--- config.mk ---
export PLATFORM = sky130hd
export DESIGN_NAME = audio_adc_capture
export DESIGN_NICKNAME = d
export VERILOG_FILES = /design/src/rtl/audio_adc_capture.sv
export SDC_FILE = /design/constraint.sdc
export NUM_CORES = 1
export LEC_CHECK = 0
export BUFFER_PORTS_ARGS = -buffer_cell sky130_fd_sc_hd__buf_2
export CORE_MARGIN = 2
export CORE_UTILIZATION = 52
export DETAILED_ROUTE_END_ITERATION = 8
export HOLD_SLACK_MARGIN = 0.06
export PLACE_DENSITY = 0.84
export SLEW_MARGIN = 20
export SYNTH_ARGS = -nofsm -noshare
export SYNTH_HDL_FRONTEND = slang
export SYNTH_SLANG_ARGS = --single-unit
--- constraint.sdc ---
create_clock -name clk -period 1.95 [get_ports clk]
set_input_delay 0.39 -clock clk [delete_from_list [all_inputs] [get_ports clk]]
set_output_delay 0.39 -clock clk [all_outputs]
set_load 0.01 [all_outputs]
--- src/rtl/audio_adc_capture.sv ---
// Audio ADC capture: deserializes a left-justified I2S-style codec ADC stream
// (BCLK/LRCK/DATA, all asynchronous to clk) into one parallel word per
// half-frame. Each word goes to a downstream FIFO as a single-cycle write
// strobe. Sticky flags record words dropped on FIFO-full and short half-frames.
//
// Pipeline, counted from the cycle the codec pins change:
//   p0/p1  two-flop synchronizers
//   p2     delayed copy, used for edge detection; the shift register
//          captures a bit here
//   p3     completed word waiting to be written
//   out    FIFO strobe, data, channel and flags
module audio_adc_capture #(
  parameter int   DATA_WIDTH = 16,
  parameter logic LEFT_LEVEL = 1'b1
) (
  input  logic                  clk,
  input  logic                  reset,
  input  logic                  enable,
  input  logic                  audio_bclk,
  input  logic                  audio_adclrck,
  input  logic                  audio_adcdat,
  input  logic                  fifo_full,
  input  logic                  clear_flags,
  output logic                  fifo_wrreq,
  output logic [DATA_WIDTH-1:0] fifo_data,
  output logic                  fifo_channel,
  output logic                  overflow,
  output logic                  frame_err
);

  localparam int CNT_W = $clog2(DATA_WIDTH) + 1;

  typedef enum logic [1:0] {IDLE, ARMED, SHIFT, HOLD} state_t;

  state_t                  state;
  logic                    bclk_p0, bclk_p1, bclk_p2;
  logic                    lrck_p0, lrck_p1, lrck_p2;
  logic                    dat_p0, dat_p1;
  logic                    vld_p0, vld_p1, vld_p2;
  logic [DATA_WIDTH-1:0]   shift_reg;
  logic [CNT_W-1:0]        bit_cnt;
  logic                    chan;
  logic                    vld_p3;
  logic [DATA_WIDTH-1:0]   word_p3;
  logic                    chan_p3;
  logic                    bclk_rise;
  logic                    lrck_edge;
  logic                    last_bit;
  logic [DATA_WIDTH-1:0]   shift_next;

  // Synchronizer flops, plus a priming chain. The priming chain keeps the
  // reset value of the delay flop from being seen as a pin edge.
  always_ff @(posedge clk or negedge reset) begin
    if (!reset) begin
      bclk_p0 <= 1'b0;
      bclk_p1 <= 1'b0;
      bclk_p2 <= 1'b0;
      lrck_p0 <= 1'b0;
      lrck_p1 <= 1'b0;
      lrck_p2 <= 1'b0;
      dat_p0  <= 1'b0;
      dat_p1  <= 1'b0;
      vld_p0  <= 1'b0;
      vld_p1  <= 1'b0;
      vld_p2  <= 1'b0;
    end else begin
      bclk_p0 <= audio_bclk;
      bclk_p1 <= bclk_p0;
      bclk_p2 <= bclk_p1;
      lrck_p0 <= audio_adclrck;
      lrck_p1 <= lrck_p0;
      lrck_p2 <= lrck_p1;
      dat_p0  <= audio_adcdat;
      dat_p1  <= dat_p0;
      vld_p0  <= 1'b1;
      vld_p1  <= vld_p0;
      vld_p2  <= vld_p1;
    end
  end

  // ---- p2: edge detection on synchronized codec clocks ----
  always_comb begin
    bclk_rise  = vld_p2 && bclk_p1 && !bclk_p2;
    lrck_edge  = vld_p2 && (lrck_p1 != lrck_p2);
    last_bit   = (bit_cnt == CNT_W'(DATA_WIDTH - 1));
    shift_next = {shift_reg[DATA_WIDTH-2:0], dat_p1};
  end

  // Capture FSM. An LRCK edge always wins over a BCLK rise in the same
  // cycle; that coincident bit becomes the MSB of the new word.
  always_ff @(posedge clk or negedge reset) begin
    if (!reset) begin
      state     <= IDLE;
      shift_reg <= '0;
      bit_cnt   <= '0;
      chan      <= 1'b0;
      vld_p3    <= 1'b0;
      word_p3   <= '0;
      chan_p3   <= 1'b0;
    end else begin
      vld_p3 <= 1'b0;
      if (!enable) begin
        state     <= IDLE;
        shift_reg <= '0;
        bit_cnt   <= '0;
      end else begin
        case (state)
          IDLE: state <= ARMED;
          ARMED, SHIFT, HOLD: begin
            if (lrck_edge) begin
              state <= SHIFT;
              chan  <= (lrck_p1 == LEFT_LEVEL);
              if (bclk_rise) begin
                shift_reg <= {{(DATA_WIDTH-1){1'b0}}, dat_p1};
                bit_cnt   <= CNT_W'(1);
              end else begin
                shift_reg <= '0;
                bit_cnt   <= '0;
              end
            end else if (state == SHIFT && bclk_rise) begin
              shift_reg <= shift_next;
              bit_cnt   <= bit_cnt + CNT_W'(1);
              if (last_bit) begin
                // ---- p3: word complete, hand it to the write stage ----
                state   <= HOLD;
                vld_p3  <= 1'b1;
                word_p3 <= shift_next;
                chan_p3 <= chan;
              end
            end
          end
          default: state <= IDLE;
        endcase
      end
    end
  end

  // ---- out: FIFO strobe and sticky flags; a same-cycle set beats clear ----
  always_ff @(posedge clk or negedge reset) begin
    if (!reset) begin
      fifo_wrreq   <= 1'b0;
      fifo_data    <= '0;
      fifo_channel <= 1'b0;
      overflow     <= 1'b0;
      frame_err    <= 1'b0;
    end else begin
      fifo_wrreq <= vld_p3 && !fifo_full;
      if (vld_p3 && !fifo_full) begin
        fifo_data    <= word_p3;
        fifo_channel <= chan_p3;
      end
      overflow  <= (vld_p3 && fifo_full) || (overflow && !clear_flags);
      frame_err <= (enable && lrck_edge && state == SHIFT) ||
                   (frame_err && !clear_flags);
    end
  end

endmodule

==> results of run 1 <==
## area by class of cell
type                       count  area [um2]
fill                         422        1940
tap                           70        87.6
multi-input combinational     98         916
clock inverter                 1        5.00
timing repair buffer          34         215
sequential                    72        1800
inverter                       6        22.5
clock buffer                  13         149
## cells in the mapped netlist
cell	n	area, um2
sky130_fd_sc_hd__dfrtp_1	72	1800
sky130_fd_sc_hd__mux2_2	23	259
sky130_fd_sc_hd__a22o_1	16	140
sky130_fd_sc_hd__mux2_4	10	150
sky130_fd_sc_hd__clkbuf_1	6	22.5
sky130_fd_sc_hd__inv_1	6	22.5
sky130_fd_sc_hd__nand2_1	6	22.5
sky130_fd_sc_hd__nor2_1	5	18.8
sky130_fd_sc_hd__a21oi_1	3	15.0
sky130_fd_sc_hd__and2_1	2	12.5
sky130_fd_sc_hd__and4_1	2	17.5
sky130_fd_sc_hd__ha_1	2	25.0
sky130_fd_sc_hd__mux2_1	2	22.5
sky130_fd_sc_hd__nand2b_1	2	12.5
sky130_fd_sc_hd__nor2b_1	2	12.5
sky130_fd_sc_hd__nor3_1	2	10.0
sky130_fd_sc_hd__o21ai_0	2	10.0
sky130_fd_sc_hd__o221ai_1	2	17.5
sky130_fd_sc_hd__a2111oi_4	1	27.5
sky130_fd_sc_hd__a31o_2	1	8.76
sky130_fd_sc_hd__a32o_1	1	10.0
sky130_fd_sc_hd__a41o_1	1	10.0
sky130_fd_sc_hd__and3_1	1	6.26
sky130_fd_sc_hd__buf_2	1	5.00
sky130_fd_sc_hd__buf_6	1	11.3
sky130_fd_sc_hd__conb_1	1	3.75
sky130_fd_sc_hd__nand2_4	1	11.3
sky130_fd_sc_hd__nand3_1	1	5.00
sky130_fd_sc_hd__nand3b_4	1	20.0
sky130_fd_sc_hd__nand4_1	1	6.26
sky130_fd_sc_hd__nor3b_1	1	7.51
sky130_fd_sc_hd__o2111ai_1	1	8.76
sky130_fd_sc_hd__o22ai_1	1	6.26
sky130_fd_sc_hd__o2bb2ai_1	1	8.76
sky130_fd_sc_hd__o31ai_1	1	7.51
sky130_fd_sc_hd__or3_1	1	6.26
sky130_fd_sc_hd__xor2_1	1	8.76
## what timing repair did
item | CTS | global route
hold endpoints to repair | 21 | 0
hold buffers | 1 | 0
gates resized for setup | 0 | 1
endpoints found under the setup margin | 0 | 17
## power by group
group | internal (uW) | total (uW) | switching (uW)
registers | 1520 | 1540 | 23.0
clock network | 482 | 947 | 466
logic | 53.4 | 143 | 89.8
## through the flow
stage / total power [uW] / setup slack (ps) / hold slack, ps / instances
finish: 2640 / 87.2 / 158 / 294
CTS: 2680 / 51.9 / 138 / 294
floorplan: 1640 / 42.4 / 94.4 / 184
global placement: 1710 / 91.8 / 333 / 279
global route: 2770 / 1.20 / 135 / 294
detailed placement: 1720 / 37.3 / 335 / 279
## worst max-delay path, delay by kind of cell, from the launching register on
kind | cells | cell delay (ps)
simple gates | 2 | 450
flops | 1 | 420
fa+ha+maj | 2 | 480
mux | 1 | 380
## metal layers
layer	GRT usage, %	vias to the layer above	share of wire, %
met2	26.8	37	47
li1	-	733	-
met3	6.71	6	4.8
met1	21.6	804	46
met5	0	-	0
met4	5.89	0	1.6
## logic make-up after synthesis
kind of cell | Yosys count | synth area share, %
XOR/XNOR | 1 | 0.316
multiplexers | 35 | 15.6
AND/OR/NAND/NOR | 28 | 6.10
adder cells (fa/ha/maj) | 2 | 0.903
AO/OA/AOI/OAI | 31 | 9.75
buffers and inverters | 14 | 2.21
other | 1 | 0.135
flip-flops | 72 | 65.0
## worst paths after layout
| check | slack [ps] | cells after the start | to | startpoint |
|---|---|---|---|---|
| worst min-delay path | 160 | 1 | dat_p0$_DFF_PN0_ | audio_adcdat |
| worst max register to register | 90 | 5 | word_p3[4]$_DFFE_PN0P_ | bit_cnt[0]$_DFFE_PN0P_ |
| worst min register to register | 340 | 0 | vld_p2$_DFF_PN0_ | vld_p1$_DFF_PN0_ |
| max in group asynchronous | 830 | 3 | lrck_p0$_DFF_PN0_ | reset |
| min in group asynchronous | 560 | 2 | fifo_data[9]$_DFFE_PN0P_ | reset |
| worst max-delay path | 90 | 5 | word_p3[4]$_DFFE_PN0P_ | bit_cnt[0]$_DFFE_PN0P_ |
==> results.md, run 1 <==
- The effective utilization at floorplan is 53.9%.
- CTS built an H-tree with a depth of 3.
- The residual DRC count is 0.
- The critical path launch point type is a flip-flop.
- The critical path is of the flip-flop to flip-flop type.
- When the netlist entered floorplanning its net count stood at 194.
- From left edge to right edge, the die measures 77.0 um.
- The measured slew at the worst slew-check pin is 595 ps.
- The cell seen most often among critical-path stages is sky130_fd_sc_hd__ha_1.
- The pin count of the biggest net entering global routing is 35.
- Setup repair after global routing left no endpoint under its margin.
- The final period utilization is 95.5%.
- The final HPWL from detailed placement is 2850 um.
- The instance count of the mapped netlist is 184.
- During I/O placement, the number of pins put on the boundary was 28.
- Traced cell by cell, the critical path runs through ha_1 > and3_1 > ha_1 > nand2_4 > mux2_2.
- The post-layout minimum cycle time is 1860 ps.
- The clock passes through at most 2 buffers.
- The type of the worst min-delay path is primary input to flip-flop.
- Sequential cells were found to cover 65.0% of the synthesized design area.
- Setup violations remaining at the end of the flow were counted as 0.
- The number of endpoints with negative hold slack in the final report is 0.
- The run finished with clean final reports.
- The max-slew violation total from the final report is 0.
- Measured along the y axis, the die boundary spans 77.0 um.
- The leakage power total is 0.00170 uW.
- The final estimated routing congestion in global placement is 0.900.
- The required time of the critical path is 2170 ps.
- The clock input transition at the sequential cells of the worst setup and hold paths is 70 ps.
- The worst max-slew margin expressed relative to the limit is 60.3%.
- The detailed-route wire length per cell is 14.6 um.
- The max-capacitance violation count is 0.
- The floorplan step defined a die boundary enclosing 5930 um2.
- STA classifies the critical path endpoint as a flip-flop.
- A synthesized cell averages 15.1 um2.
- In this run the power density over the cells is 824 nW/um2.
- The routed layout has 1580 vias.
- The synthesis warning total is 0.
- The summed instance area of the synthesized netlist is 2770 um2.
- The post-placement cell area is 3030 um2.
- Using the TritonRoute via totals, the vias-per-cell ratio works out to 5.37.
- The synthesis-to-layout area growth is 15.4%.
- At the worst endpoint, the arrival time is 2080 ps.
- The library cells used most frequently in the layout, excluding fill and tap cells, are sky130_fd_sc_hd__dfrtp_1, sky130_fd_sc_hd__buf_2, sky130_fd_sc_hd__mux2_2.
- In this run, synthesis produced a sequential element count of 72.
- The repair_antennas step left the layout with diodes totalling 0.
- The number of nets with antenna violations after routing is 0.
- The post-route cell area is 3200 um2.
- The netlist uses 37 different library cells.
- The delay of the slowest cell on the worst path is 420 ps.
- In this run the core area contains 26 standard-cell rows.
- In this run the standard cell core region covers 5140 um2.
- The post-route netlist has 36.6% of its cells at a drive strength greater than 1.
- The initial antenna violation count came to 0.
- In this run, the number of DRC markers left after iteration 0 of detailed routing was 117.
- The highest fanout seen on the critical path is 17.
- For this design, the sink count on the clock tree is 72.
- Once the clock tree was built, the setup fixing pass inserted 0 buffers.
- The final-layout setup total negative slack is 0 ps.
- Cells fill 62.2% of the core in the end.
- TritonCTS built the clock tree.
- The leading cell type in the layout, fill and taps excluded is sky130_fd_sc_hd__dfrtp_1.
- The number of nets in the finished design is 231.
- The pre-antenna-repair detailed-routing pass consisted of 4 iterations.
- The global-route total usage across every layer is 17.0%.
- The leftover overflow at the end of global routing is 0.
- The clock root buffer master is sky130_fd_sc_hd__clkbuf_8.
- For the final database, setup skew stands at 8.88 ps.
- The detailed-route wire length is 4280 um.
- The number of buffers inserted during clock tree synthesis is 9.
- The number of global-route vias before repair came to 1646.
- For this run, the top clock speed supported by timing is 537 MHz.
- The slowest cell on the critical path is sky130_fd_sc_hd__dfrtp_1.
- Across the VDD grid, the largest voltage drop is 0.627 mV.
- The clock network latency to the later pin of the worst-skew pair is 340 ps.
- The wire length of the first global-routing pass is 7740 um.
- Input and output buffers added on the ports amount to 27.
(Power assumes the default switching activity.)
==> run 2: changes to the inputs <==
Settings changed: CAP_MARGIN set to 20, CORE_UTILIZATION 52 to 54, CTS_BUF_LIST set to sky130_fd_sc_hd__clkbuf_8, PLACE_DENSITY 0.84 to 0.87.
==> run 2 against run 1 <==
- combinational power fell by 3%
- wire length fell by 0.70%
- worst setup slack improved by 31 ps
- clock-buffer cell count fell by 3
- sequential power barely moved
- via count barely moved
- core utilization rose by 0.93 points
- critical path depth did not move
- first-iteration DRC count fell by 33%
- largest power group unchanged
- highest routed layer unchanged
==> results.md, run 2 (same netlist as run 1, synthesis figures left out) <==
- Per report_power, the sequential group accounts for 58.9% of the total.
- In this run the count of I/O pins placed on the die edge is 28.
- The leftover overflow at the end of global routing is 0.
- Setup repair after global routing left no endpoint under its margin.
- The worst setup slack after placement is 53.1 ps.
- Among all stages on the critical path, the largest delay is contributed by sky130_fd_sc_hd__dfrtp_1.
- The overall die area is 5720 um2.
- In this run the post-CTS setup repair buffer count came out at 0.
- For this run, design rule violations remaining after detail routing come to 0.
- The clock group share of total power is 35.9%.
- The ratio of total power to cell area is 824 nW/um2.
- The wire length of the first global-routing pass is 7160 um.
- The worst setup path is launched from a flip-flop.
- In the global route stage, overall resource usage came out at 17.6%.
- The effective utilization at floorplan is 55.0%.
- The clock drives 72 sinks.
- The clock tree synthesis step divided the H-tree into 3 levels.
- Once layout is done, the placed cells without fillers occupy 3180 um2.
- The count of filler cells inserted in the layout is 378.
- For the worst setup path, the data arrival time is 2050 ps.
- The tree is rooted in a sky130_fd_sc_hd__clkbuf_8.
- The count of nets left with antenna violations once routing finished came out at 0.
- The worst pin sits at a relative slew slack of 60.3%.
- At the pin with the least slew margin, the transition time is 595 ps.
- Combinational logic is responsible for 5.3% of the overall power.
- Leaving out fill and tap cells, the most frequent cells in the layout are sky130_fd_sc_hd__dfrtp_1, sky130_fd_sc_hd__buf_2, sky130_fd_sc_hd__mux2_2.
- The required time of the critical path is 2170 ps.
- The net switching power is 584 uW.
- Entering global routing, the biggest net connects 56 pins.
- Dividing the detail-routed wire length by the instance count gives 14.4 um.
- The later pin in the worst-skew pair is clocked with a latency of 330 ps.
- The maximum root-to-sink buffer count is 2.
- The fraction of final layout cells with drive strength greater than 1 is 35.6%.
- The first routing iteration left 78 violations.
- The core area is 5040 um2.
- The post-placement cell count is 278.
- For this run, the slowest stage of the critical path takes 420 ps.
- The cell seen most often among critical-path stages is sky130_fd_sc_hd__ha_1.
- In this run, CTS created clock tree buffers numbering 9.
- The final period utilization is 94.0%.
- The clock input transition at the sequential cells of the worst setup and hold paths is 70 ps.
- The max-slew violation total from the final report is 0.
- The leading cell type in the layout, fill and taps excluded is sky130_fd_sc_hd__dfrtp_1.
- After layout, the worst setup slack is 118 ps.
- In this run the vertical extent of the chip is 75.6 um.
- The cell family contributing the most delay on the critical path is adder cells.
- The congestion estimate from routability-driven global placement came to 0.825.
- The run finished with clean final reports.
- The post-layout minimum cycle time is 1830 ps.
- For this run, the detailed router's first-pass iteration total came to 4.
- From synthesis to final layout, the design area changed by 14.9%.
- The tool flagged a number of max-cap violations equal to 0.
- The detailed router placed 1579 vias in this run.
- The via-per-instance ratio is 5.35.
- The category of the worst setup path capture point is a flip-flop.
- The internal power of the cells totals 2040 uW.
- The worst-case IR drop observed on VDD is 0.534 mV.
- The number of endpoints with negative hold slack in the final report came to 0.
- The final antenna diode count is 0.
- The completed layout was analyzed and its total power is 2620 uW.
- The critical path is of the flip-flop to flip-flop type.
- The initial antenna violation count is 0.
- Traced cell by cell, the critical path runs through ha_1 > and3_1 > ha_1 > nand2_4 > mux2_2.
- The analysis attributes to cell leakage a power of 0.00172 uW.
- Detailed placement finished with a half-perimeter wire length of 2840 um.
- The setup clock skew after layout is 5.55 ps.
- From left edge to right edge, the die measures 75.6 um.
- The detailed-route wire length is 4250 um.
- The count of input and output buffers is 27.
- Timing would allow up to 546 MHz.
- The number of global-route vias before repair is 1579.
- The placement row count is 26.
- Together, buffers and inverters on the worst path number 0.
- In this run the worst path has a maximum fanout of 17.
- The type of the worst min-delay path is primary input to flip-flop.
- In the final design database the tool counted 230 nets.
- The final-layout setup total negative slack is 0 ps.
- The post-placement cell area is 3010 um2.
- The final non-filler cell total is 295.
- TritonCTS built the clock tree.
- The number of setup violations in the final report is 0.
- The proportion of total power due to net switching is 22.3%.
## run 2: cell types whose count changed in the layout (fill, tap and decap cells not counted), sizes merged
cell | before | now
clkbuf | 13 | 10
clkinv | 1 | 0
inv | 6 | 12
buf | 33 | 32
## run 2: final cells by class
cell class                 instances  area [um2]  area share [%]
clock buffer                      10         138            4.32
clock inverter                     6        22.5           0.708
inverter                           6        22.5           0.708
multi-input combinational         98         916            28.8
sequential                        72        1800            56.6
tap                               70        87.6            2.75
timing repair buffer              33         195            6.13
## run 2: repair_timing
action,4_1_cts,5_1_grt
endpoints found under the hold margin,17,0
hold buffers,1,0
gates resized for setup,0,1
endpoints found under the setup margin,0,17
## run 2: through the flow
step                      utilization (%)  hold slack, ps
after global routing                 63.1             141
after CTS                            63.0             143
after detailed placement             59.6             337
after global placement               59.6             332
after floorplan                         -            94.4
final                                63.1             166
## run 2: worst paths after layout
path                                        startpoint                   endpoint  slack, ps  cells after the start
worst min register to register        vld_p0$_DFF_PN0_           vld_p1$_DFF_PN0_        350                      0
worst max register to register  bit_cnt[0]$_DFFE_PN0P_     word_p3[5]$_DFFE_PN0P_        120                      5
worst max-delay path            bit_cnt[0]$_DFFE_PN0P_     word_p3[5]$_DFFE_PN0P_        120                      5
min in group asynchronous                        reset          lrck_p1$_DFF_PN0_        530                      2
max in group asynchronous                        reset  fifo_data[10]$_DFFE_PN0P_        800                      3
worst min-delay path                      audio_adcdat           dat_p0$_DFF_PN0_        170                      1
## run 2: metal layers
layer  up-vias  share of wire (%)  track usage, %
met4         0                2.3            10.9
met1       799                 47            23.0
met5         -                  0               0
li1        738                  -               -
met3         9                4.6            5.16
met2        33                 46            26.0
## run 2: power groups by stage
| stage | clock network [uW] | registers [uW] | logic, uW |
|---|---|---|---|
| after global placement | 0 | 1570 | 137 |
| after floorplan | 0 | 1560 | 77.2 |
| after global routing | 1020 | 1550 | 157 |
| after detailed placement | 0 | 1570 | 139 |
| after CTS | 970 | 1540 | 141 |
| final | 941 | 1540 | 139 |
==> run 3: changes to the inputs <==
==> constraint.sdc (replaced) <==
create_clock -name clk -period 1.95 [get_ports clk]
set_input_delay 0.195 -clock clk [delete_from_list [all_inputs] [get_ports clk]]
set_output_delay 0.195 -clock clk [all_outputs]
set_load 0.01 [all_outputs]
==> run 3 against run 2 <==
- power up 16%
- via count rose by 2.9%
- hold slack better by 30 ps
- critical endpoint is now word_p3[6]$_DFFE_PN0P_
- largest cell class unchanged
- highest routed layer unchanged
==> results.md, run 3 (same netlist as run 1, synthesis figures left out) <==
- The die outline height is 75.6 um.
- Pin placement for this block handled 28 I/O pins.
- The core area is 5040 um2.
- The effective utilization at floorplan is 55.0%.
- Dividing total power by cell area gives a power density of 918 nW/um2.
- The worst hold path depth is 3.
- After detailed routing, the total wire length is 4570 um.
- The worst register-to-register path ends at word_p3[6]$_DFFE_PN0P_.
- The fraction of final layout cells with drive strength greater than 1 is 37.4%.
- Data on the critical path arrives at its endpoint at 2070 ps.
- The clock input transition at the sequential cells of the worst setup and hold paths is 70 ps.
- The startpoint-to-endpoint class of the critical path is flip-flop to flip-flop.
- Entering global routing, the biggest net connects 73 pins.
- The leftover overflow at the end of global routing is 0.
- Routability-driven placement finished with a final weighted congestion of 0.887.
- The setup clock skew after layout is 7.07 ps.
- Timing would allow up to 541 MHz.
- In this run the horizontal extent of the chip is 75.6 um.
- The clock network latency to the later pin of the worst-skew pair is 340 ps.
- The leading cell type in the layout, fill and taps excluded is sky130_fd_sc_hd__dfrtp_1.
- Detailed placement ended at an HPWL of 2800 um.
- The number of buffers inserted during clock tree synthesis is 9.
- The placed instances occupy a cell area of 3010 um2.
- Buffers placed on the I/O ports in this run total 27.
- The kind of cell with the highest combined delay along the critical path is compound AO/OA/AOI/OAI gates.
- The H-tree was split into 3 levels.
- Global routing used 18.4% of the available tracks.
- The largest vdd supply drop is 0.886 mV.
- Summing over every cut layer, the via total after detailed routing is 1625.
- The capture endpoint of the worst hold path is bit_cnt[2]$_DFFE_PN0P_.
- Counting cells, the worst reg-to-reg path comes to 4.
- For this run, the post-layout net count is 235.
- In this run the critical register-to-register path is launched from lrck_p2$_DFF_PN0_.
- The required time of the critical path is 2170 ps.
- The type of the worst min-delay path is primary input to flip-flop.
- The longest clock path from root to sink contains 2 buffers.
- Of the available clock period, the critical path in the final layout requires 94.8%.
- The launch point of the worst hold path is enable.
- The top cell types in the final layout, fill and taps aside, are sky130_fd_sc_hd__dfrtp_1, sky130_fd_sc_hd__buf_2, sky130_fd_sc_hd__mux2_2.
- The highest fanout seen on the critical path is 17.
- After detailed routing, the number of remaining DRC violations is 0.
- Summed over all failing endpoints, the final setup total negative slack is 0 ps.
- The slowest stage of the critical path is the sky130_fd_sc_hd__a2111oi_4 cell.
- For flop-to-flop paths, the worst setup slack is 100 ps.
- The signal on the critical path passes through xor2_2 > a2111oi_4 > nand2_4 > mux2_1.
- The detailed-route wire length per cell is 15.2 um.
- The number of setup violations in the final report is 0.
- The clock root buffer master is sky130_fd_sc_hd__clkbuf_8.
- Measured against its own limit, the worst slew margin works out to 59.8%.
- Row generation in the floorplan step produced 26 rows.
- The number of nets with antenna violations after routing is 0.
- Max-cap violations in this run came to 0.
- The post-route cell area is 3310 um2.
- Setup repair after global routing left no endpoint under its margin.
- The flow ran to the end, and the final reports show no timing, DRC or antenna violations.
- The cell depth of the worst setup path is 4.
- The final antenna diode count is 0.
- The category of the worst setup path capture point is a flip-flop.
- For this run, the slowest stage of the critical path takes 460 ps.
- The clock sink count is 72.
- The synthesis-to-layout area growth is 19.5%.
- The via-per-instance ratio is 5.42.
- The worst path needs 1850 ps of the cycle, external delays included.
- The initial antenna violation count is 0.
- The floorplan step defined a die boundary enclosing 5720 um2.
- The count of routing violations after the opening detailed-route iteration is 122.
- For the pin with the worst max-slew slack, the measured transition is 602 ps.
- TritonCTS built the clock tree.
- The analysis attributes to cell leakage a power of 0.00175 uW.
- The first global-routing pass estimated 7480 um of wire.
- The worst setup path is launched from a flip-flop.
- The number of endpoints with negative hold slack in the final report is 0.
- The max-slew violation total from the final report is 0.
- The number of global-route vias before repair is 1586.
- The post-CTS setup-driven buffer insertion count is 0.
- The number of buffers and inverters on the critical path is 0.
- The first detailed-routing pass took 4 iterations.
## run 3: changes by cell type in the layout (fill, tap and decap cells not counted), sizes merged
cell / before / now
bufinv: 0 / 2
clkinvlp: 0 / 2
clkbuf: 10 / 12
inv: 12 / 6
dlygate4sd3: 1 / 6
## run 3: timing repair
item                                    CTS  global route
endpoints found under the hold margin    76             0
endpoints found under the setup margin    0            18
hold buffers                              6             0
resized for setup                         0             1
## run 3: cell type report
class	instances	area, um2
timing repair buffer	38	245
clock buffer	12	165
clock inverter	4	75.1
multi-input combinational	98	916
tap	70	87.6
inverter	6	22.5
fill	369	1730
sequential	72	1800
## run 3: layer usage
metal	track usage, %	vias up	wire (um)	part of all wire (%)
met2	27.1	38	2260	50
met1	24.4	825	2020	44
li1	-	749	-	-
met5	0	-	0	0
met4	12.1	0	110	2.4
met3	4.23	13	173	3.8
## run 3: per-stage QoR
stage	worst slack (ps)	util, %	hold WS, ps	power (uW)	std cells
after floorplan	42.4	-	-101	1640	184
after global placement	58.9	59.6	244	1710	278
after detailed placement	22.9	59.6	244	1710	278
after CTS	3.17	65.6	185	3070	300
after global routing	22.8	65.7	213	3150	300
final	102	65.7	196	3040	300
## run 3: worst reg2reg max path, stage by stage (launching register included)
cell and delay (ps):
sky130_fd_sc_hd__dfrtp_1 400, sky130_fd_sc_hd__xor2_2 220, sky130_fd_sc_hd__a2111oi_4 460, sky130_fd_sc_hd__nand2_4 260, sky130_fd_sc_hd__mux2_1 390
## run 3: how the worst max path moves through the flow
stage                                     to                 start
finish                word_p3[6]$_DFFE_PN0P_     lrck_p2$_DFF_PN0_
global route          word_p3[6]$_DFFE_PN0P_     lrck_p1$_DFF_PN0_
CTS                 shift_reg[2]$_DFFE_PN0P_     lrck_p1$_DFF_PN0_
detailed placement  shift_reg[7]$_DFFE_PN0P_     lrck_p1$_DFF_PN0_
global placement    shift_reg[1]$_DFFE_PN0P_     lrck_p1$_DFF_PN0_
floorplan                chan_p3$_DFFE_PN0P_  state[0]$_DFFE_PN0P_
## run 3: where the power goes
| part | internal (uW) | total (uW) | switching, uW |
|---|---|---|---|
| Clock | 825 | 1350 | 525 |
| Sequential | 1520 | 1540 | 22.8 |
| Combinational | 54.7 | 149 | 94.6 |
